===== config.mk =====
export PLATFORM = sky130hd
export DESIGN_NAME = wordreader_flat
export DESIGN_NICKNAME = d
export VERILOG_FILES = /design/src/rtl/wordreader_if.sv /design/src/rtl/wordreader.sv /design/src/flat_wrapper.sv
export SDC_FILE = /design/constraint.sdc
export NUM_CORES = 1
export LEC_CHECK = 0
export ABC_AREA = 0
export CORE_AREA = 2 2 209 232
export CTS_CLUSTER_SIZE = 10
export DETAILED_ROUTE_END_ITERATION = 12
export DIE_AREA = 0 0 211 234
export GPL_TIMING_DRIVEN = 0
export PLACE_DENSITY_LB_ADDON = 0.1
export SLEW_MARGIN = 20
export SYNTH_ARGS = -nofsm -noshare
export SYNTH_HDL_FRONTEND = slang
export SYNTH_SLANG_ARGS = --single-unit
export TNS_END_PERCENT = 1

===== constraint.sdc =====
create_clock -name sysclk -period 3.9 [get_ports sysclk]
set_input_delay 0.78 -clock sysclk [delete_from_list [all_inputs] [get_ports sysclk]]
set_output_delay 0.78 -clock sysclk [all_outputs]
set_load 0.02 [all_outputs]

===== src/rtl/wordreader_if.sv =====
// rtl/wordreader_if.sv - serial line, word buffer read port and status bundle for wordreader
interface wordreader_if;
  logic       rx;
  logic [5:0] rd_addr;
  logic [7:0] rd_data;
  logic       char_valid;
  logic [7:0] char_data;
  logic       frame_err;
  logic       word_done;
  logic [5:0] word_len;
  logic       word_ovf;
  logic       busy;

  modport master (
    output rx, rd_addr,
    input  rd_data, char_valid, char_data, frame_err,
    input  word_done, word_len, word_ovf, busy
  );

  modport slave (
    input  rx, rd_addr,
    output rd_data, char_valid, char_data, frame_err,
    output word_done, word_len, word_ovf, busy
  );
endinterface


===== src/rtl/wordreader.sv =====
// rtl/wordreader.sv - 8N1 serial receiver assembling characters into an idle-terminated word buffer
module wordreader #(
  parameter int CLKS_PER_BIT = 5208,
  parameter int IDLE_BITS    = 20,
  parameter int DEPTH        = 40
) (
  input  logic        sysclk,
  input  logic        rst_n,
  wordreader_if.slave bus
);
  localparam int CW    = $clog2(CLKS_PER_BIT);
  localparam int LIMIT = IDLE_BITS * CLKS_PER_BIT;
  localparam int TW    = $clog2(LIMIT + 1);
  localparam int AW    = (DEPTH > 1) ? $clog2(DEPTH) : 1;

  localparam logic [CW-1:0] HALF_M1  = CW'(CLKS_PER_BIT / 2 - 1);
  localparam logic [CW-1:0] FULL_M1  = CW'(CLKS_PER_BIT - 1);
  localparam logic [TW-1:0] LIMIT_M1 = TW'(LIMIT - 1);
  localparam logic [5:0]    DEPTH_W  = 6'(DEPTH);

  typedef enum logic [2:0] {IDLE, START, DATA, STOP, WAIT_HIGH} state_t;

  state_t        state_q, state_d;
  logic          rx_meta_q, rx_meta_d;
  logic          rx_s_q, rx_s_d;
  logic [CW-1:0] bit_cnt_q, bit_cnt_d;
  logic [2:0]    bit_idx_q, bit_idx_d;
  logic [7:0]    shift_q, shift_d;
  logic [TW-1:0] idle_q, idle_d;
  logic [5:0]    wr_ptr_q, wr_ptr_d;
  logic          ovf_q, ovf_d;
  logic          char_valid_q, char_valid_d;
  logic [7:0]    char_data_q, char_data_d;
  logic          frame_err_q, frame_err_d;
  logic          word_done_q, word_done_d;
  logic [5:0]    word_len_q, word_len_d;
  logic          word_ovf_q, word_ovf_d;
  logic [7:0]    rd_data_q, rd_data_d;
  logic          wr_en;

  logic [7:0] mem [0:DEPTH-1];

  // Receive FSM, idle-gap word timer, buffer pointer and registered read mux
  always_comb begin
    state_d      = state_q;
    rx_meta_d    = bus.rx;
    rx_s_d       = rx_meta_q;
    bit_cnt_d    = bit_cnt_q;
    bit_idx_d    = bit_idx_q;
    shift_d      = shift_q;
    idle_d       = idle_q;
    wr_ptr_d     = wr_ptr_q;
    ovf_d        = ovf_q;
    char_valid_d = 1'b0;
    char_data_d  = char_data_q;
    frame_err_d  = 1'b0;
    word_done_d  = 1'b0;
    word_len_d   = word_len_q;
    word_ovf_d   = word_ovf_q;
    wr_en        = 1'b0;
    rd_data_d    = (bus.rd_addr < DEPTH_W) ? mem[bus.rd_addr[AW-1:0]] : 8'h00;

    unique case (state_q)
      IDLE: begin
        bit_cnt_d = '0;
        if (!rx_s_q) begin
          state_d = START;
          idle_d  = '0;
        end else if (wr_ptr_q != 6'd0 || ovf_q) begin
          // A start bit always wins over an expiring timer on the same cycle
          if (idle_q == LIMIT_M1) begin
            word_done_d = 1'b1;
            word_len_d  = wr_ptr_q;
            word_ovf_d  = ovf_q;
            wr_ptr_d    = 6'd0;
            ovf_d       = 1'b0;
            idle_d      = '0;
          end else begin
            idle_d = idle_q + 1'b1;
          end
        end
      end
      START: begin
        if (bit_cnt_q == HALF_M1) begin
          bit_cnt_d = '0;
          bit_idx_d = 3'd0;
          state_d   = rx_s_q ? IDLE : DATA;
        end else begin
          bit_cnt_d = bit_cnt_q + 1'b1;
        end
      end
      DATA: begin
        if (bit_cnt_q == FULL_M1) begin
          bit_cnt_d = '0;
          shift_d   = {rx_s_q, shift_q[7:1]};
          bit_idx_d = bit_idx_q + 3'd1;
          if (bit_idx_q == 3'd7) state_d = STOP;
        end else begin
          bit_cnt_d = bit_cnt_q + 1'b1;
        end
      end
      STOP: begin
        if (bit_cnt_q == FULL_M1) begin
          bit_cnt_d = '0;
          if (rx_s_q) begin
            char_valid_d = 1'b1;
            char_data_d  = shift_q;
            // wr_ptr saturates at DEPTH; surplus characters only mark the word
            if (wr_ptr_q < DEPTH_W) begin
              wr_en    = 1'b1;
              wr_ptr_d = wr_ptr_q + 6'd1;
            end else begin
              ovf_d = 1'b1;
            end
            state_d = IDLE;
          end else begin
            frame_err_d = 1'b1;
            state_d     = WAIT_HIGH;
          end
        end else begin
          bit_cnt_d = bit_cnt_q + 1'b1;
        end
      end
      WAIT_HIGH: begin
        // A line stuck low must not look like a stream of start bits
        if (rx_s_q) state_d = IDLE;
      end
      default: state_d = IDLE;
    endcase
  end

  // State and output registers; synchroniser resets to the idle-high level
  always_ff @(posedge sysclk or negedge rst_n) begin
    if (!rst_n) begin
      state_q      <= IDLE;
      rx_meta_q    <= 1'b1;
      rx_s_q       <= 1'b1;
      bit_cnt_q    <= '0;
      bit_idx_q    <= 3'd0;
      shift_q      <= 8'h00;
      idle_q       <= '0;
      wr_ptr_q     <= 6'd0;
      ovf_q        <= 1'b0;
      char_valid_q <= 1'b0;
      char_data_q  <= 8'h00;
      frame_err_q  <= 1'b0;
      word_done_q  <= 1'b0;
      word_len_q   <= 6'd0;
      word_ovf_q   <= 1'b0;
      rd_data_q    <= 8'h00;
    end else begin
      state_q      <= state_d;
      rx_meta_q    <= rx_meta_d;
      rx_s_q       <= rx_s_d;
      bit_cnt_q    <= bit_cnt_d;
      bit_idx_q    <= bit_idx_d;
      shift_q      <= shift_d;
      idle_q       <= idle_d;
      wr_ptr_q     <= wr_ptr_d;
      ovf_q        <= ovf_d;
      char_valid_q <= char_valid_d;
      char_data_q  <= char_data_d;
      frame_err_q  <= frame_err_d;
      word_done_q  <= word_done_d;
      word_len_q   <= word_len_d;
      word_ovf_q   <= word_ovf_d;
      rd_data_q    <= rd_data_d;
    end
  end

  // Word buffer write port; contents deliberately survive reset
  always_ff @(posedge sysclk) begin
    if (wr_en) mem[wr_ptr_q[AW-1:0]] <= shift_q;
  end

  assign bus.rd_data    = rd_data_q;
  assign bus.char_valid = char_valid_q;
  assign bus.char_data  = char_data_q;
  assign bus.frame_err  = frame_err_q;
  assign bus.word_done  = word_done_q;
  assign bus.word_len   = word_len_q;
  assign bus.word_ovf   = word_ovf_q;
  assign bus.busy       = (state_q != IDLE);
endmodule


===== src/flat_wrapper.sv =====
// flat-port wrapper written by rule: the top's interface ports become plain ports
module wordreader_flat 
#(
  parameter int CLKS_PER_BIT = 5208,
  parameter int IDLE_BITS    = 20,
  parameter int DEPTH        = 40
)
  (sysclk, rst_n, bus_rx, bus_rd_addr, bus_rd_data, bus_char_valid, bus_char_data, bus_frame_err, bus_word_done, bus_word_len, bus_word_ovf, bus_busy);
  wordreader_if bus_i ();
  input  logic sysclk;
  input  logic rst_n;
  input wire logic [$bits(bus_i.rx)-1:0] bus_rx;
  input wire logic [$bits(bus_i.rd_addr)-1:0] bus_rd_addr;
  output wire logic [$bits(bus_i.rd_data)-1:0] bus_rd_data;
  output wire logic [$bits(bus_i.char_valid)-1:0] bus_char_valid;
  output wire logic [$bits(bus_i.char_data)-1:0] bus_char_data;
  output wire logic [$bits(bus_i.frame_err)-1:0] bus_frame_err;
  output wire logic [$bits(bus_i.word_done)-1:0] bus_word_done;
  output wire logic [$bits(bus_i.word_len)-1:0] bus_word_len;
  output wire logic [$bits(bus_i.word_ovf)-1:0] bus_word_ovf;
  output wire logic [$bits(bus_i.busy)-1:0] bus_busy;
  assign bus_i.rx = bus_rx;
  assign bus_i.rd_addr = bus_rd_addr;
  assign bus_rd_data = bus_i.rd_data;
  assign bus_char_valid = bus_i.char_valid;
  assign bus_char_data = bus_i.char_data;
  assign bus_frame_err = bus_i.frame_err;
  assign bus_word_done = bus_i.word_done;
  assign bus_word_len = bus_i.word_len;
  assign bus_word_ovf = bus_i.word_ovf;
  assign bus_busy = bus_i.busy;
  wordreader #(.CLKS_PER_BIT(CLKS_PER_BIT), .IDLE_BITS(IDLE_BITS), .DEPTH(DEPTH)) u_core (.sysclk(sysclk), .rst_n(rst_n), .bus(bus_i));
endmodule

==> results.tsv, run 1 <==
metric	value	unit
Ys Warns	0	
largest family of logic cells by synthesized area	multiplexers	
final non-filler cell total	1693	
CP Launch Type	register	
Seq pwr share	52.2	%
VDD IR-drop max	0.000249	V
EDFF count, synth	320	
Starting Density	34.5	%
post-synthesis cell count	965	
via count	8907	
pwr/cell area	461	mW/mm2
Pwr Total	8.73	mW
Horiz. Die Dim	211	um
Rel. slew slack	27.7	%
Pleak	5.58	nW
synthesized area	0.0163	mm2
CP arrival	3590	ps
Final Hold Fails	0	
status	finished, final reports clean	
mux share of post-synthesis cell area	13.8	%
DR pass1 iterations	5	
met3 GRT Util	3.19	%
Worst Path Max Fanout	10	
worst hold slack	188	ps
1st-iter DRT viols	636	
reg2reg start	u_core.bit_cnt_q[0]$_DFFE_PN0P_	
CTS tree	done	
DP HPWL	27500	um
Worst Setup End Kind	register	
Worst-path clk slew	60	ps
Slew Limit Fails	0	
CP delay by family, top	simple AND/OR/NAND/NOR gates	
total number of H-tree levels	2	
GR Util All Layers	17.5	%
register bit total from synthesis	399	
Avg WL per Cell	24.9	um
total number of clock tree sinks	399	
Highest Clock Rate	0.294	GHz
Post-Synth Simple-Gate Area	7.91	%
commonest non-fill, non-tap cells in the layout	320 x edfxtp_1, 76 x mux4_2, 69 x nand2_1, 69 x dfrtp_1, 58 x nor2_1	
fin nets	1069	
Final GP Congestion	0.759	
fin util	40.1	%
Compound-Gate Fraction of Synth Area	4.89	%
clock share of power	45.1	%
ratio of cells with drive above 1 in the final layout	19.2	%
sw frac	21.0	%
largest net degree at the start of global routing	44	
initial antenna violation count	0	
P_sw	1.83	mW
Fill cells	4294	
Worst Reg-to-Reg Cells	9	
hold buffer count at cts	0	
slowest stage delay, CP	950	ps
GRT overflow	0	
Setup Skew	24.5	ps
Cell Chain, Critical Path	ha_1 -> and4bb_1 -> and4_1 -> buf_4 -> nand3_2 -> buf_2 -> inv_1 -> nand3_1 -> nor2_1	
Crit-path slowest cell	nor2_1	
minimum clock period	3410	ps
final setup violation count	0	
Slew @ Worst Pin	1080	ps
footprint of the multi-input gates	0.00441	mm2
adder-cell area share of the yosys netlist	0.461	%
# DRC	0	
R2R Setup Slk	490	ps
ANT cells	0	
dpl cells	1608	
Port Buffer Count	33	
Max-Cap Viols	0	
root buffer cell	clkbuf_16	
internal power	6.89	mW
first-pass GRT wire length	62200	um
final WL	42100	um
Vias/cell	5.26	
post-cts gate resize count	0	
combinational share of power	2.6	%
Mean Syn Cell Area	16.9	um2
Clk Latency, worst-skew pair	590	ps
CP Class	register to register	
core box area	0.0472	mm2
Die Area	0.0494	mm2
row count	84	
setup bufs post-CTS	0	
DIE HEIGHT	234	um
post-synthesis xor/xnor area fraction	0	%
worst path required time	4080	ps
end of the worst register-to-register path	u_core.mem[35][1]$_DFFE_PP_	
sequential area share after synthesis	71.1	%
M1 GR Usage	24.5	%
CTS Buffer Depth	3	
CTS buffer count	46	
WP buf/inv	3	
RSZ-0062 raised after global routing	false	
global-route track usage on met2	28.3	%
flip-flop and latch area	0.0116	mm2
most common cell after layout, fill and taps aside	edfxtp_1	
Area Growth Syn to Fin	16.2	%
Syn Nets	980	
part of the cycle the worst path needs	87.3	%
Post-synth ARST share	19.8	%
Ports	36	
Final ANT Viol Nets	0	
number of global-route vias before repair	9029	
Synth cell types	65	
GR peak layer	met2	
HP Class	input port to async pin	
Post-synth top flop	edfxtp_1	
## power groups by stage
stage | registers [mW] | clock network, mW | logic [mW]
global route | 4.56 | 4.22 | 0.247
global placement | 4.64 | 0 | 0.230
floorplan | 4.65 | 0 | 0.119
detailed placement | 4.64 | 0 | 0.233
finish | 4.56 | 3.94 | 0.228
CTS | 4.56 | 4.05 | 0.234
## cells in the mapped netlist (8+ instances only)
library cell  count  area share (%)
a21oi_1          11            0.34
a22o_1           10            0.54
a31oi_1           8            0.31
buf_2            18            0.55
buf_4             8            0.37
clkbuf_1         23            0.53
dfrtp_1          77              12
edfxtp_1        320              59
inv_1            10            0.23
mux2_2           22             1.5
mux2i_1          25             1.5
mux4_2           76              11
nand2_1          69             1.6
nand3_1          33             1.0
nand4_1          14            0.54
nor2_1           60             1.4
nor3_1           11            0.34
o21ai_0          42             1.3
## layer usage
layer / vias up / wire (um)
li1: 4026 / -
met1: 4636 / 19400
met2: 197 / 20100
met3: 48 / 1900
met4: 0 / 655
met5: - / 0
## sequential cells by signal, indices dropped and copies added, names as in the netlist, 3 cells and up
| name | count |
|---|---|
| u_core.mem | 320 |
| u_core.wr_ptr_q | 6 |
| u_core.idle_q | 17 |
| u_core.bit_cnt_q | 13 |
| u_core.state_q | 3 |
| u_core.bus.rd_data | 8 |
| u_core.bit_idx_q | 3 |
| u_core.bus.word_len | 6 |
| u_core.shift_q | 8 |
| u_core.bus.char_data | 8 |
## logic make-up (layout without fill, tap and decap cells)
logic type      Yosys count  count (layout)
flops                   399             399
simple gates            254             254
mux                     126             126
compound gates          119             119
buf+inv                  61             187
fa+ha+maj                 6               6
## worst register-to-register path: cells and delay by family (launching register included)
kind	cells	cell delay [ps]
adders and majority gates	1	260
buffers and inverters	3	500
DFF	1	390
and+or+nand+nor	5	1850
## area by class of cell
type                    instances  area share, %
inverters                      10          0.198
plain buffers                  51           1.37
clock buffers                  82           6.90
multi-input cells             505           23.3
well taps                     602           3.98
repair buffers                 41           2.78
flip-flops and latches        399           61.3
clock inverters                 3          0.179
## per-stage QoR
step | setup slack (ps) | instance area (um2) | TNS (ps)
after floorplan | 1340 | 16300 | 0
after global placement | -1170 | 17400 | -89830
after detailed placement | 140 | 17600 | 0
after CTS | 484 | 18900 | 0
after global routing | 202 | 18900 | 0
final | 495 | 18900 | 0
## worst max path at each step
stage	from	end	slack, ps	cells after the start
floorplan	u_core.bit_cnt_q[0]$_DFFE_PN0P_	u_core.mem[17][0]$_DFFE_PP_	1340	8
global placement	rst_n	u_core.bus.rd_data[7]$_DFF_PN0_	-1170	1
detailed placement	bus_rd_addr[3]	u_core.bus.rd_data[1]$_DFF_PN0_	140	7
CTS	u_core.bit_cnt_q[0]$_DFFE_PN0P_	u_core.mem[34][0]$_DFFE_PP_	480	9
global route	u_core.bit_cnt_q[0]$_DFFE_PN0P_	u_core.mem[35][3]$_DFFE_PP_	200	9
finish	u_core.bit_cnt_q[0]$_DFFE_PN0P_	u_core.mem[35][1]$_DFFE_PP_	490	9
Power figures use the tool's default switching activity.
==> run 2: changes to the inputs <==
--- a/config.mk
+++ b/config.mk
@@ -5,13 +5,13 @@
 export SDC_FILE = /design/constraint.sdc
 export NUM_CORES = 1
 export LEC_CHECK = 0
-export ABC_AREA = 0
 export CORE_AREA = 2 2 209 232
 export CTS_CLUSTER_SIZE = 10
 export DETAILED_ROUTE_END_ITERATION = 12
 export DIE_AREA = 0 0 211 234
 export GPL_TIMING_DRIVEN = 0
 export PLACE_DENSITY_LB_ADDON = 0.1
+export SKIP_CTS_REPAIR_TIMING = 1
 export SLEW_MARGIN = 20
 export SYNTH_ARGS = -nofsm -noshare
 export SYNTH_HDL_FRONTEND = slang
==> results of run 2 <==
Same layout as run 1: the final DEF is identical, and so are final timing and power.
